[src/rtl/spi_pkg.sv]
// Shared definitions for the three-select SPI master: the state encoding and the
// elaboration-time sizing helpers.
package spi_pkg;

  typedef enum logic [2:0] {
    ST_IDLE  = 3'd0,
    ST_SETUP = 3'd1,
    ST_XFER  = 3'd2,
    ST_HOLD  = 3'd3,
    ST_GAP   = 3'd4
  } spi_state_e;

  // Rounded up so the generated SCLK never exceeds the requested frequency.
  function automatic int unsigned calc_half(input longint unsigned f_ck,
                                            input longint unsigned f_sclk);
    longint unsigned two_f;
    two_f = 2 * f_sclk;
    return 32'((f_ck + two_f - 1) / two_f);
  endfunction

  function automatic int unsigned hp_cnt_w(input int unsigned dat_w);
    return $clog2(2 * dat_w);
  endfunction

  function automatic logic [2:0] xss_mask(input logic [1:0] sel);
    logic [2:0] mask;
    mask = 3'b111;
    case (sel)
      2'd0:    mask = 3'b110;
      2'd1:    mask = 3'b101;
      2'd2:    mask = 3'b011;
      default: mask = 3'b111;
    endcase
    return mask;
  endfunction

endpackage

[src/rtl/spi_half_tick.sv]
// Half-period divider: one-cycle TICK_o every C_H clocks, restartable by CLR_i so
// the first half-period of a transfer is always a full C_H cycles long.
module spi_half_tick #(
  parameter int unsigned C_H = 68
) (
  input  logic CK_i,
  input  logic RST_i,
  input  logic CLR_i,
  output logic TICK_o
);

  localparam int unsigned C_CNT_W = (C_H > 1) ? $clog2(C_H) : 1;
  localparam logic [C_CNT_W-1:0] C_TC = C_CNT_W'(C_H - 1);

  logic [C_CNT_W-1:0] cnt_q;
  logic [C_CNT_W-1:0] cnt_d;

  always_comb begin
    cnt_d = cnt_q + 1'b1;
    if (CLR_i || (cnt_q == C_TC)) begin
      cnt_d = '0;
    end
  end

  always_ff @(posedge CK_i) begin
    if (RST_i) begin
      cnt_q <= '0;
    end else begin
      cnt_q <= cnt_d;
    end
  end

  assign TICK_o = (cnt_q == C_TC);

endmodule

[src/rtl/spi_mst3cs.sv]
// Single-byte SPI master (mode 0, MSB first) for the three-slave CN2 header.
//
//   state    | meaning
//   ---------+-----------------------------------------------------------
//   ST_IDLE  | waiting for REQ_i; all selects high, SCLK low
//   ST_SETUP | one half-period with select low and MSB on COPI
//   ST_XFER  | 2*C_DAT_W half-periods; sample at end of high, shift at fall
//   ST_HOLD  | one half-period, SCLK low, select still low
//   ST_GAP   | one half-period, selects high; DONE_o issued at its end
module spi_mst3cs
  import spi_pkg::*;
#(
  parameter int unsigned C_F_CK   = 135_000_000,
  parameter int unsigned C_F_SCLK = 1_000_000,
  parameter int unsigned C_DAT_W  = 8
) (
  input  logic               CK_i,
  input  logic               RST_i,
  input  logic               REQ_i,
  input  logic [1:0]         CS_SELs_i,
  input  logic [C_DAT_W-1:0] WDATs_i,
  output logic               BUSY_o,
  output logic               DONE_o,
  output logic [C_DAT_W-1:0] RDATs_o,
  output logic               SCLK_o,
  output logic               COPI_o,
  output logic               XSS_0_o,
  output logic               XSS_1_o,
  output logic               XSS_2_o,
  input  logic               CIPO_0_i,
  input  logic               CIPO_1_i,
  input  logic               CIPO_2_i
);

  localparam int unsigned C_H    = calc_half(C_F_CK, C_F_SCLK);
  localparam int unsigned C_HP_W = hp_cnt_w(C_DAT_W);
  localparam logic [C_HP_W-1:0] C_HP_LAST = C_HP_W'(2 * C_DAT_W - 1);

  if (C_H < 4) begin : g_h_check
    $error("spi_mst3cs: half period of %0d clocks is below the minimum of 4", C_H);
  end

  spi_state_e         state_q, state_d;
  logic [C_HP_W-1:0]  hp_q, hp_d;
  logic [C_DAT_W-1:0] tx_q, tx_d;
  logic [C_DAT_W-1:0] rx_q, rx_d;
  logic [C_DAT_W-1:0] rdat_q, rdat_d;
  logic [1:0]         sel_q, sel_d;
  logic [2:0]         xss_q, xss_d;
  logic               busy_q, busy_d;
  logic               done_q, done_d;
  logic               sclk_q, sclk_d;
  logic               copi_q, copi_d;
  logic [2:0]         sync1_q, sync2_q;

  logic               accept;
  logic               tick;
  logic               cipo_bit;
  logic [C_DAT_W-1:0] tx_sh;

  spi_half_tick #(
    .C_H (C_H)
  ) u_half_tick (
    .CK_i   (CK_i),
    .RST_i  (RST_i),
    .CLR_i  (accept),
    .TICK_o (tick)
  );

  // CIPO lines are asynchronous; each gets its own two-flop synchronizer.
  always_ff @(posedge CK_i) begin
    if (RST_i) begin
      sync1_q <= '0;
      sync2_q <= '0;
    end else begin
      sync1_q <= {CIPO_2_i, CIPO_1_i, CIPO_0_i};
      sync2_q <= sync1_q;
    end
  end

  always_comb begin
    cipo_bit = 1'b0;
    case (sel_q)
      2'd0:    cipo_bit = sync2_q[0];
      2'd1:    cipo_bit = sync2_q[1];
      2'd2:    cipo_bit = sync2_q[2];
      default: cipo_bit = 1'b0;
    endcase
  end

  assign tx_sh = tx_q << 1;

  always_comb begin
    state_d = state_q;
    hp_d    = hp_q;
    tx_d    = tx_q;
    rx_d    = rx_q;
    rdat_d  = rdat_q;
    sel_d   = sel_q;
    xss_d   = xss_q;
    busy_d  = busy_q;
    done_d  = 1'b0;
    sclk_d  = sclk_q;
    copi_d  = copi_q;
    accept  = 1'b0;

    case (state_q)
      ST_IDLE: begin
        if (REQ_i && !busy_q) begin
          accept  = 1'b1;
          tx_d    = WDATs_i;
          sel_d   = CS_SELs_i;
          rx_d    = '0;
          hp_d    = '0;
          busy_d  = 1'b1;
          sclk_d  = 1'b0;
          copi_d  = WDATs_i[C_DAT_W-1];
          xss_d   = xss_mask(CS_SELs_i);
          state_d = ST_SETUP;
        end
      end

      ST_SETUP: begin
        if (tick) begin
          sclk_d  = 1'b1;
          state_d = ST_XFER;
        end
      end

      ST_XFER: begin
        if (tick) begin
          hp_d = hp_q + 1'b1;
          // Even half-periods are high: their last cycle is the sample point.
          if (!hp_q[0]) begin
            rx_d   = C_DAT_W'({rx_q, cipo_bit});
            tx_d   = tx_sh;
            copi_d = tx_sh[C_DAT_W-1];
            sclk_d = 1'b0;
          end else if (hp_q == C_HP_LAST) begin
            sclk_d  = 1'b0;
            state_d = ST_HOLD;
          end else begin
            sclk_d = 1'b1;
          end
        end
      end

      ST_HOLD: begin
        if (tick) begin
          xss_d   = 3'b111;
          state_d = ST_GAP;
        end
      end

      ST_GAP: begin
        if (tick) begin
          rdat_d  = rx_q;
          done_d  = 1'b1;
          busy_d  = 1'b0;
          state_d = ST_IDLE;
        end
      end

      default: begin
        state_d = ST_IDLE;
        busy_d  = 1'b0;
        sclk_d  = 1'b0;
        xss_d   = 3'b111;
      end
    endcase
  end

  always_ff @(posedge CK_i) begin
    if (RST_i) begin
      state_q <= ST_IDLE;
      hp_q    <= '0;
      tx_q    <= '0;
      rx_q    <= '0;
      rdat_q  <= '0;
      sel_q   <= '0;
      xss_q   <= 3'b111;
      busy_q  <= 1'b0;
      done_q  <= 1'b0;
      sclk_q  <= 1'b0;
      copi_q  <= 1'b0;
    end else begin
      state_q <= state_d;
      hp_q    <= hp_d;
      tx_q    <= tx_d;
      rx_q    <= rx_d;
      rdat_q  <= rdat_d;
      sel_q   <= sel_d;
      xss_q   <= xss_d;
      busy_q  <= busy_d;
      done_q  <= done_d;
      sclk_q  <= sclk_d;
      copi_q  <= copi_d;
    end
  end

  assign BUSY_o  = busy_q;
  assign DONE_o  = done_q;
  assign RDATs_o = rdat_q;
  assign SCLK_o  = sclk_q;
  assign COPI_o  = copi_q;
  assign XSS_0_o = xss_q[0];
  assign XSS_1_o = xss_q[1];
  assign XSS_2_o = xss_q[2];

endmodule

[config.mk]
export PLATFORM = sky130hd
export DESIGN_NAME = spi_mst3cs
export DESIGN_NICKNAME = d
export VERILOG_FILES = /design/src/rtl/spi_pkg.sv /design/src/rtl/spi_half_tick.sv /design/src/rtl/spi_mst3cs.sv
export SDC_FILE = /design/constraint.sdc
export NUM_CORES = 1
export LEC_CHECK = 0
export CORE_ASPECT_RATIO = 1.2
export CORE_UTILIZATION = 50
export DETAILED_ROUTE_END_ITERATION = 16
export PLACE_DENSITY = 0.74
export SLEW_MARGIN = 20
export SYNTH_ARGS = -nofsm -noshare
export SYNTH_HDL_FRONTEND = slang
export SYNTH_SLANG_ARGS = --single-unit
[constraint.sdc]
create_clock -name CK_i -period 2.3 [get_ports CK_i]
set_input_delay 0.345 -clock CK_i [delete_from_list [all_inputs] [get_ports CK_i]]
set_output_delay 0.345 -clock CK_i [all_outputs]
set_load 0.05 [all_outputs]
==> Word level (Yosys, flattened, before mapping) <==
Index checks and enable logic that the tools add are counted.
{ "word_totals": {"reg_bits": 52, "latchBits": 0, "ram_bits": 0, "rom_bits": 0, "input_bits": 16, "output_inout_bits": 15, "mem_count": 0} }
{ "op_classes": {"add_sub_neg": 2, "mul": 0, "div_mod_pow": 0, "order_cmp": 0, "n_eq_ne": 18, "n_shift": 0, "muxes": 40, "bitwise": 4, "n_reduce_logical": 20} }
{ "ops": {"columns": ["cell", "count"], "rows": [
  ["$mux 3", 9],
  ["$mux 8", 3],
  ["$mux 7", 3],
  ["$pmux 3 s3", 2],
  ["$ne 2x2->1 const B", 8],
  ["$pmux 8 s2", 1],
  ["$pmux 3 s5", 1],
  ["$pmux 7 s2", 1],
  ["$mux 1", 13],
  ["$reduce_and 3->1", 3],
  ["$mux 4", 2],
  ["$pmux 4 s2", 1],
  ["$reduce_and 4->1", 2],
  ["$add 7x1->7 const B", 1],
  ["$eq 7x7->1 const B", 1],
  ["$reduce_and 7->1", 1],
  ["$eq 3x2->1 const B", 2],
  ["$pmux 1 s3", 2],
  ["$reduce_or 2->1", 3],
  ["$reduce_or 3->1", 2],
  ["$add 4x1->4 const B", 1],
  ["$eq 2x1->1 const B", 2],
  ["$eq 2x2->1 const B", 2],
  ["$eq 4x4->1 const B", 1],
  ["12 further kinds", 17]
]} }

==> Longest topological paths before layout <==
Gate-level depths: netlist of the first run.
{ "depth": {"ltp_word": 6, "ltp_mapped": 6, "ltp_nobuf": 5} }

==> By module <==
From an unflattened synthesis of the first run, not the netlist that was laid out.
{ "hier_totals": {"hier_cells": 257, "hier_area_um2": 2262.2} }
{ "modules_own_cells": {"columns": ["module", "instances", "cells_each", "area_each_um2"], "rows": [
  ["spi_mst3cs", 1, 224, 1961.9],
  ["spi_half_tick", 1, 33, 300.3]
]} }

==> Worst setup path after synthesis of the first run <==
No wires, ideal clock.
{ "synth_timing": {"path_type": "register -> register", "startpoint": "register busy_q (netlist: BUSY_o)", "endpoint": "register copi_q (netlist: COPI_o)", "t_arrival_ps": 1613, "required_time_ps": 2209, "slack_ps": 596, "stages_incl_launch_ff": 5, "path_buffers": 0, "synth_period_minus_slack_ps": 1704, "path_cell_list": "dfxtp_1 > nor3b_1 > a41oi_1 > nor2_2 > a311oi_1"} }
{ "synth_via": {"elab_chain_cells": 4} }
{ "synth_rtl": {"columns": ["item", "line", "text"], "rows": [
  ["from (decl)", "spi_mst3cs.sv:50", "logic busy_q, busy_d;"],
  ["from (signal assigned)", "spi_mst3cs.sv:194", "busy_q <= busy_d;"],
  ["$logic_not 1->1", "spi_mst3cs.sv:109", "if (REQ_i && !busy_q) begin"],
  ["$logic_and 1x1->1", "spi_mst3cs.sv:109", null],
  ["$ne 2x2->1 (no line)", null, null],
  ["$reduce_and 4->1 (no line)", null, null],
  ["to (signal assigned)", "spi_mst3cs.sv:197", "copi_q <= copi_d;"],
  ["to (decl)", "spi_mst3cs.sv:53", "logic copi_q, copi_d;"]
]} }
No other way between the ends.
A chain may end at the register's enable or synchronous reset.

==> Worst setup path in the final report of the first run <==
{ "layout_timing": {"startpoint": "register u_half_tick.cnt_q[0]", "endpoint": "register tx_q[1]"} }
{ "layout_via": {"elab_chain_cells": 3} }
{ "layout_rtl": {"columns": ["item", "line", "text"], "rows": [
  ["from (decl)", "spi_half_tick.sv:15", "logic [C_CNT_W-1:0] cnt_q;"],
  ["from (signal assigned)", "spi_half_tick.sv:29", "cnt_q <= cnt_d;"],
  ["$eq 7x7->1", "spi_half_tick.sv:33", "assign TICK_o = (cnt_q == C_TC);"],
  ["$ne 2x2->1 (no line)", null, null],
  ["$reduce_and 4->1 (no line)", null, null],
  ["to (signal assigned)", "spi_mst3cs.sv:189", "tx_q <= tx_d;"],
  ["to (decl)", "spi_mst3cs.sv:45", "logic [C_DAT_W-1:0] tx_q, tx_d;"]
]} }
No other way between the ends.

==> implementation parameters, run 1 <==
Parameter                              Value

Routing
  Routed Antenna Nets ... 0
  Initial DRC Count ... 126
  Number of detailed-routing iterations run before antenna repair ... 6
  Wire length per cell after detailed routing ... 13.7 um
  Vias per cell ... 5.54
  Residual DRC count ... 0
  Total Routed Length ... 4560 um
  Total number of vias ... 1,845

Final layout
  # diodes ... 0
  Register cell area after layout ... 0.00104 mm2
  Most common cell after layout, fill and taps aside ... sky130_fd_sc_hd__dfxtp_1
  Fraction of layout instances using a drive strength above 1 ... 9.39%
  Layout Area Growth over Synthesis ... 21.0%
  Area of the multi-input gates ... 0.00109 mm2
  Fill cell count ... 384
  Top library cells by usage in the layout, fill and taps aside ... sky130_fd_sc_hd__dfxtp_1 (52), sky130_fd_sc_hd__clkdlybuf4s50_1 (30), sky130_fd_sc_hd__a21oi_1 (24), sky130_fd_sc_hd__nor2_1 (24), sky130_fd_sc_hd__nand2_1 (23)
  Fin util ... 63.2%
  Layout Nets ... 296

Setup path
  Arrival time of the worst setup path ... 2.15 ns
  Worst-case register-to-register setup slack ... 0.35 ns
  Critical Path, Cell by Cell ... ha_1, nor4b_4, buf_4, a41o_2, a21oi_1, a311oi_1
  Depth of the worst register-to-register path ... 6
  Crit end category ... flip-flop
  CP Max Fanout ... 15
  Worst path required time ... 2.50 ns
  Maximum cell stage delay along the critical path ... 0.37 ns
  Worst R2R Start ... u_half_tick.cnt_q[0]
  Type of the setup path with the least slack ... flip-flop to flip-flop
  Master of the slowest instance on the critical path ... sky130_fd_sc_hd__a41o_2
  Capturing point of the worst reg2reg path ... tx_q[1]
  Type of origin of the critical path ... flip-flop

Place
  Global placement routability congestion ... 0.794
  Number of buffer cells added on primary ports ... 30
  Pre-CTS setup slack ... 0.168 ns
  Total half-perimeter wirelength after legalization and detailed placement ... 2990 um

STA
  Least-Margin Pin Slew ... 0.659 ns
  Hold Violations, Final ... 0
  Maximum clock skew at final layout ... 0.00368 ns
  Accumulated negative setup slack ... 0 ns
  Final worst path period need ... 1.95 ns
  Unrepaired setup endpoints after global routing ... no
  Final setup violation count ... 0
  Upper clock frequency limit ... 513 MHz
  Worst slew margin relative to its limit ... 56.0%
  Max Slew Vio Count ... 0
  Minimum setup slack in the final design ... 0.350 ns
  Ratio of final minimum period to clock period ... 84.8%

Logic synthesis
  Proportion of netlist area held by the largest area contributor ... 46.7%
  Distinct cell type count of the synthesized netlist ... 41
  Dominant synthesized flop cell ... sky130_fd_sc_hd__dfxtp_1
  Number of nets produced by synthesis ... 264
  Total of flip-flops plus latches after synthesis ... 52
  Library cell with the largest summed area after synthesis ... sky130_fd_sc_hd__dfxtp_1
  Average cell area after synthesis ... 9.05 um2
  Synth Warn # ... 0
  Sequential element share of the synthesized area ... 46.7%
  Cells after synthesis ... 246
  Total standard cell area after synthesis ... 0.00223 mm2
  Synth top area cells ... sky130_fd_sc_hd__dfxtp_1 (47%), sky130_fd_sc_hd__mux2i_1 (5.8%), sky130_fd_sc_hd__a21oi_1 (5.4%)
  Share of flip-flops with an asynchronous set or reset after synthesis ... 0%
  EDFF count, synth ... 0

Clock network
  Clock slew at reported path FFs ... 0.08 ns
  Clock Latency Late Sink ... 0.30 ns
  Clk buf depth ... 2
  Total number of H-tree levels ... 2
  CTS tree ... built
  Number of buffers added to fix hold violations after cts ... 0
  Number of clock buffers inserted by TritonCTS ... 5
  Total number of clock tree sinks ... 52
  Post-CTS setup buffers ... 0
  CTS resizes ... 0
  Clock tree root driver cell ... sky130_fd_sc_hd__clkbuf_8

Worst hold path
  Worst hold endpoint ... sync2_q[1]
  Hold depth ... 1
  Hold/Removal Path Class ... flip-flop to flip-flop
  Hold path start ... sync1_q[1]

Floorplan
  Total core area ... 0.00426 mm2
  Placement Rows ... 26
  Area of the die ... 0.00473 mm2
  I/O Pins ... 31
  Vert. Die Dim ... 75.1 um
  Starting utilization of the core area ... 52.3%
  Die W ... 62.9 um

Run status
  Outcome ... finished clean

Global routing
  Maximum number of pins on one net before global-route repair ... 44
  Wire length of the first global-routing pass ... 7560 um
  Antenna violations before repair ... 0
  Combined global-route utilization of all metal layers ... 20.4%
  Leftover overflow at the end of global routing ... 0
  Via count of the first global-routing pass ... 1,683

Power
  Leakage component of the power ... 1.01 nW
  Max rail drop VDD ... 429 uV
  Power density over the cells ... 645 mW/mm2

Run
  # Max-Cap Violations ... 0
[worst max path at each step]
stage / startpoint / to / slack (ns)
after global routing: u_half_tick.cnt_q[0] / tx_q[5] / 0.22
final: u_half_tick.cnt_q[0] / tx_q[1] / 0.35
after detailed placement: REQ_i / tx_q[1] / 0.17
after CTS: u_half_tick.cnt_q[0] / tx_q[1] / 0.35
after global placement: REQ_i / COPI_o / 0.29
after floorplan: BUSY_o / COPI_o / 0.60
[per-layer routing]
metal  up-vias  GRT usage (%)  wire length, um
li1        941              -                -
met2        34           35.5             2170
met3         5           4.55              144
met4         0           7.75               65
met5         -              0                0
met1       865           24.9             2180
[cell usage after synthesis (all sizes together), types with 2 or more instances]
| cell | instances |
|---|---|
| or3 | 3 |
| nor2b | 8 |
| nor3 | 2 |
| xnor2 | 3 |
| clkbuf | 8 |
| inv | 3 |
| ha | 2 |
| nor4b | 3 |
| dfxtp | 52 |
| nand4 | 10 |
| xor2 | 3 |
| nand3 | 10 |
| and2 | 2 |
| nor2 | 26 |
| buf | 8 |
| nand4b | 3 |
| or2 | 2 |
| mux2i | 13 |
| a21oi | 24 |
| a311oi | 10 |
| nand3b | 3 |
| o21ai | 12 |
| nand2 | 23 |
| nor3b | 3 |
[metrics by stage]
stage / area (um2) / instances / hold WS, ns / total power, mW
final: 2700 / 333 / 0.445 / 1.74
after global routing: 2700 / 333 / 0.463 / 1.80
after CTS: 2700 / 333 / 0.447 / 1.75
after detailed placement: 2600 / 327 / 0.434 / 1.17
after global placement: 2600 / 327 / 0.417 / 1.16
after floorplan: 2230 / 246 / 0.413 / 1.10
[sequential cells by signal (all words and copies together), names as in the netlist]
register           count
xss_q                  3
u_half_tick.cnt_q      7
sel_q                  2
tx_q                   7
COPI_o                 1
BUSY_o                 1
SCLK_o                 1
state_q                3
hp_q                   4
sync2_q                3
DONE_o                 1
RDATs_o                8
sync1_q                3
rx_q                   8
[layout make-up]
cell class / count / area share, %
Multi-Input combinational cell: 175 / 40.5
Sequential cell: 52 / 38.6
Timing Repair Buffer: 41 / 14.2
Tap cell: 56 / 2.60
Clock buffer: 5 / 2.55
Clock inverter: 1 / 1.11
Inverter: 3 / 0.418
[where the power goes]
part	switching (mW)	leakage, nW	internal [mW]	total, mW
Sequential	0.0171	0.423	0.930	0.947
Combinational	0.114	0.540	0.0863	0.200
Clock	0.279	0.0501	0.312	0.591
Total	0.410	1.01	1.33	1.74
[cell families after synthesis]
logic type,count (synthesis),share of synthesized area [%]
and+or+nand+nor,102,24.7
AOI/OAI and AO/OA,52,14.9
DFF,52,46.7
buffers and inverters,19,4.27
muxes,13,5.84
xor gates and xnor gates,6,2.36
adders and majority gates,2,1.12
[worst max-delay path: cells and delay by family (launching register included)]
family,cells,cell delay [ns]
buffers and inverters,1,0.20
and+or+nand+nor,1,0.28
adders and majority gates,1,0.22
AOI/OAI and AO/OA,3,0.79
DFF,1,0.35
Power figures use the tool's default switching activity.
==> run 2: changes to the inputs <==
CORE_UTILIZATION = 48   (was 50)
clock period = 1.6 ns   (was 2.3 ns; I/O delays follow)
==> run 2 against run 1 <==
Via count grew 5.1%. Sequential share of layout area shrank 2.8 points. Clock power grew 24%. Critical endpoint is now state_q[2]. Largest cell class unchanged. Highest routed layer unchanged.
==> implementation parameters, run 2 (same netlist as run 1, synthesis figures left out) <==
Parameter                              Value

Floorplan
  Total core area ... 0.00436 mm2
  Area of the die ... 0.00492 mm2
  Vert. Die Dim ... 76.6 um
  Starting utilization of the core area ... 51.1%
  Die W ... 64.2 um
  Placement Rows ... 26
  I/O Pins ... 31

Routing
  Routed Antenna Nets ... 0
  Wire length per cell after detailed routing ... 13.5 um
  Total number of vias ... 1,940
  Residual DRC count ... 0
  Total Routed Length ... 4800 um
  Initial DRC Count ... 65
  Number of detailed-routing iterations run before antenna repair ... 4
  Vias per cell ... 5.45

Worst hold path
  Worst hold endpoint ... sync2_q[2]
  Hold depth ... 1
  Hold path start ... sync1_q[2]
  Hold/Removal Path Class ... flip-flop to flip-flop

Final layout
  Post-route cell area ... 0.00292 mm2
  Fin util ... 66.9%
  Fill cell count ... 376
  Layout Nets ... 317
  Final non-filler cell total ... 356
  Fraction of layout instances using a drive strength above 1 ... 24.3%
  Most common cell after layout, fill and taps aside ... sky130_fd_sc_hd__dfxtp_1
  Top library cells by usage in the layout, fill and taps aside ... sky130_fd_sc_hd__dfxtp_1 (49), sky130_fd_sc_hd__buf_4 (42), sky130_fd_sc_hd__a21oi_1 (24), sky130_fd_sc_hd__nor2_1 (24), sky130_fd_sc_hd__nand2_1 (23)
  Layout Area Growth over Synthesis ... 31.0%
  # diodes ... 0

Setup path
  Worst R2R Start ... u_half_tick.cnt_q[1]
  Critical Path, Cell by Cell ... ha_4, nor4b_4, buf_6, and2_4, buf_4, or3_1, a21oi_1
  Maximum cell stage delay along the critical path ... 0.34 ns
  Capturing point of the worst reg2reg path ... state_q[2]
  Type of the setup path with the least slack ... flip-flop to flip-flop
  Worst path required time ... 1.83 ns
  Worst-case register-to-register setup slack ... 0.001 ns
  CP Max Fanout ... 7
  Type of origin of the critical path ... flip-flop
  Depth of the worst register-to-register path ... 7
  Arrival time of the worst setup path ... 1.83 ns
  Master of the slowest instance on the critical path ... sky130_fd_sc_hd__dfxtp_2
  Crit end category ... flip-flop

Run status
  Outcome ... finished clean

STA
  Max Slew Vio Count ... 0
  Least-Margin Pin Slew ... 0.352 ns
  Ratio of final minimum period to clock period ... 99.9%
  Upper clock frequency limit ... 625 MHz
  Final worst path period need ... 1.60 ns
  Minimum setup slack in the final design ... 0.000986 ns
  Hold Violations, Final ... 0
  Final setup violation count ... 0
  Worst slew margin relative to its limit ... 76.6%
  Unrepaired setup endpoints after global routing ... yes
  Accumulated negative setup slack ... 0 ns
  Maximum clock skew at final layout ... 0.00970 ns
  Hold Worst Slack ... 0.440 ns

Place
  Number of buffer cells added on primary ports ... 30
  Global placement routability congestion ... 0.774
  Pre-CTS setup slack ... -0.164 ns
  Placed cell count ... 344
  Total half-perimeter wirelength after legalization and detailed placement ... 3250 um
  Area after detailed placement ... 0.00273 mm2

Global routing
  Maximum number of pins on one net before global-route repair ... 31
  Leftover overflow at the end of global routing ... 0
  Wire length of the first global-routing pass ... 7790 um
  Via count of the first global-routing pass ... 1,749
  Combined global-route utilization of all metal layers ... 19.9%
  Antenna violations before repair ... 0

Power
  Register share of total power ... 55.8%
  Leakage component of the power ... 1.16 nW
  Switching fraction of total power ... 25.9%
  Max rail drop VDD ... 462 uV
  Net switching power ... 635 uW
  Power density over the cells ... 839 mW/mm2
  Design internal power ... 1.81 mW
  PnR Total Power ... 2.45 mW
  Fraction of power consumed by the clock network ... 29.9%
  Share of power burned in combinational logic ... 14.3%

Clock network
  Total number of clock tree sinks ... 52
  CTS tree ... built
  Number of buffers added to fix hold violations after cts ... 0
  Clock Latency Late Sink ... 0.30 ns
  Total number of H-tree levels ... 2
  Clk buf depth ... 2
  Number of clock buffers inserted by TritonCTS ... 5
  Clock tree root driver cell ... sky130_fd_sc_hd__clkbuf_8
  Clock slew at reported path FFs ... 0.09 ns

Run
  # Max-Cap Violations ... 0
## run 2: cell count changes in the layout (fill, tap and decap cells not counted), moves of 2 or more
cell                              change
sky130_fd_sc_hd__o21ai_1              +3
sky130_fd_sc_hd__buf_4               +31
sky130_fd_sc_hd__buf_6                +3
sky130_fd_sc_hd__o21ai_0              -3
sky130_fd_sc_hd__dfxtp_1              -3
sky130_fd_sc_hd__dfxtp_2              +3
sky130_fd_sc_hd__clkinv_2             +2
sky130_fd_sc_hd__a41o_4               +2
sky130_fd_sc_hd__clkdlybuf4s50_1     -15
## run 2: worst max-delay path by stage
stage                    startpoint                    to  slack (ns)  cells after the start
2_1_floorplan            state_q[2]  u_half_tick.cnt_q[2]       0.001                      6
5_1_grt        u_half_tick.cnt_q[1]            state_q[0]        -0.1                      6
6_report       u_half_tick.cnt_q[1]            state_q[2]       0.001                      7
3_5_place_dp                  REQ_i               rx_q[2]       -0.16                      7
3_3_place_gp                  REQ_i               rx_q[5]       -0.14                      7
4_1_cts        u_half_tick.cnt_q[1]              xss_q[1]       -0.04                      6
## run 2: layout make-up
type | instances | area, um2 | area share (%)
Tap cell | 56 | 70.1 | 2.40
Clock buffer | 5 | 68.8 | 2.36
Inverter | 3 | 11.3 | 0.386
Sequential cell | 52 | 1040 | 35.8
Multi-Input combinational cell | 176 | 1180 | 40.6
Clock inverter | 3 | 18.8 | 0.644
Timing Repair Buffer | 61 | 519 | 17.8
## run 2: critical path, delay by kind of cell (launching register included)
| kind | cells | cell delay [ns] |
|---|---|---|
| AO/OA/AOI/OAI | 1 | 0.12 |
| flip-flops | 1 | 0.34 |
| adder cells (fa/ha/maj) | 1 | 0.15 |
| buffers and inverters | 2 | 0.28 |
| AND/OR/NAND/NOR | 3 | 0.64 |
## run 2: power by group through the flow
stage               clock network (mW)  registers (mW)  logic, mW
floorplan                            0            1.42      0.165
global placement                     0            1.39      0.319
detailed placement                   0            1.39      0.322
CTS                              0.742            1.36      0.328
global route                     0.793            1.37      0.380
finish                           0.733            1.37      0.349
## run 2: routing by layer
layer | vias up | GRT usage (%) | routed length (um)
met5 | - | 0 | 0
li1 | 994 | - | -
met2 | 29 | 33.8 | 2350
met4 | 0 | 6.00 | 47
met3 | 4 | 4.04 | 125
met1 | 913 | 25.0 | 2270
## run 2: timing repair
action / 4_1_cts / 5_1_grt
endpoints found under the hold margin: 0 / 0
cloned: 0 / 1
gates resized for setup: 2 / 11
setup endpoints to repair: 11 / 33
pin swaps: 1 / 4
buffers inserted: 0 / 3
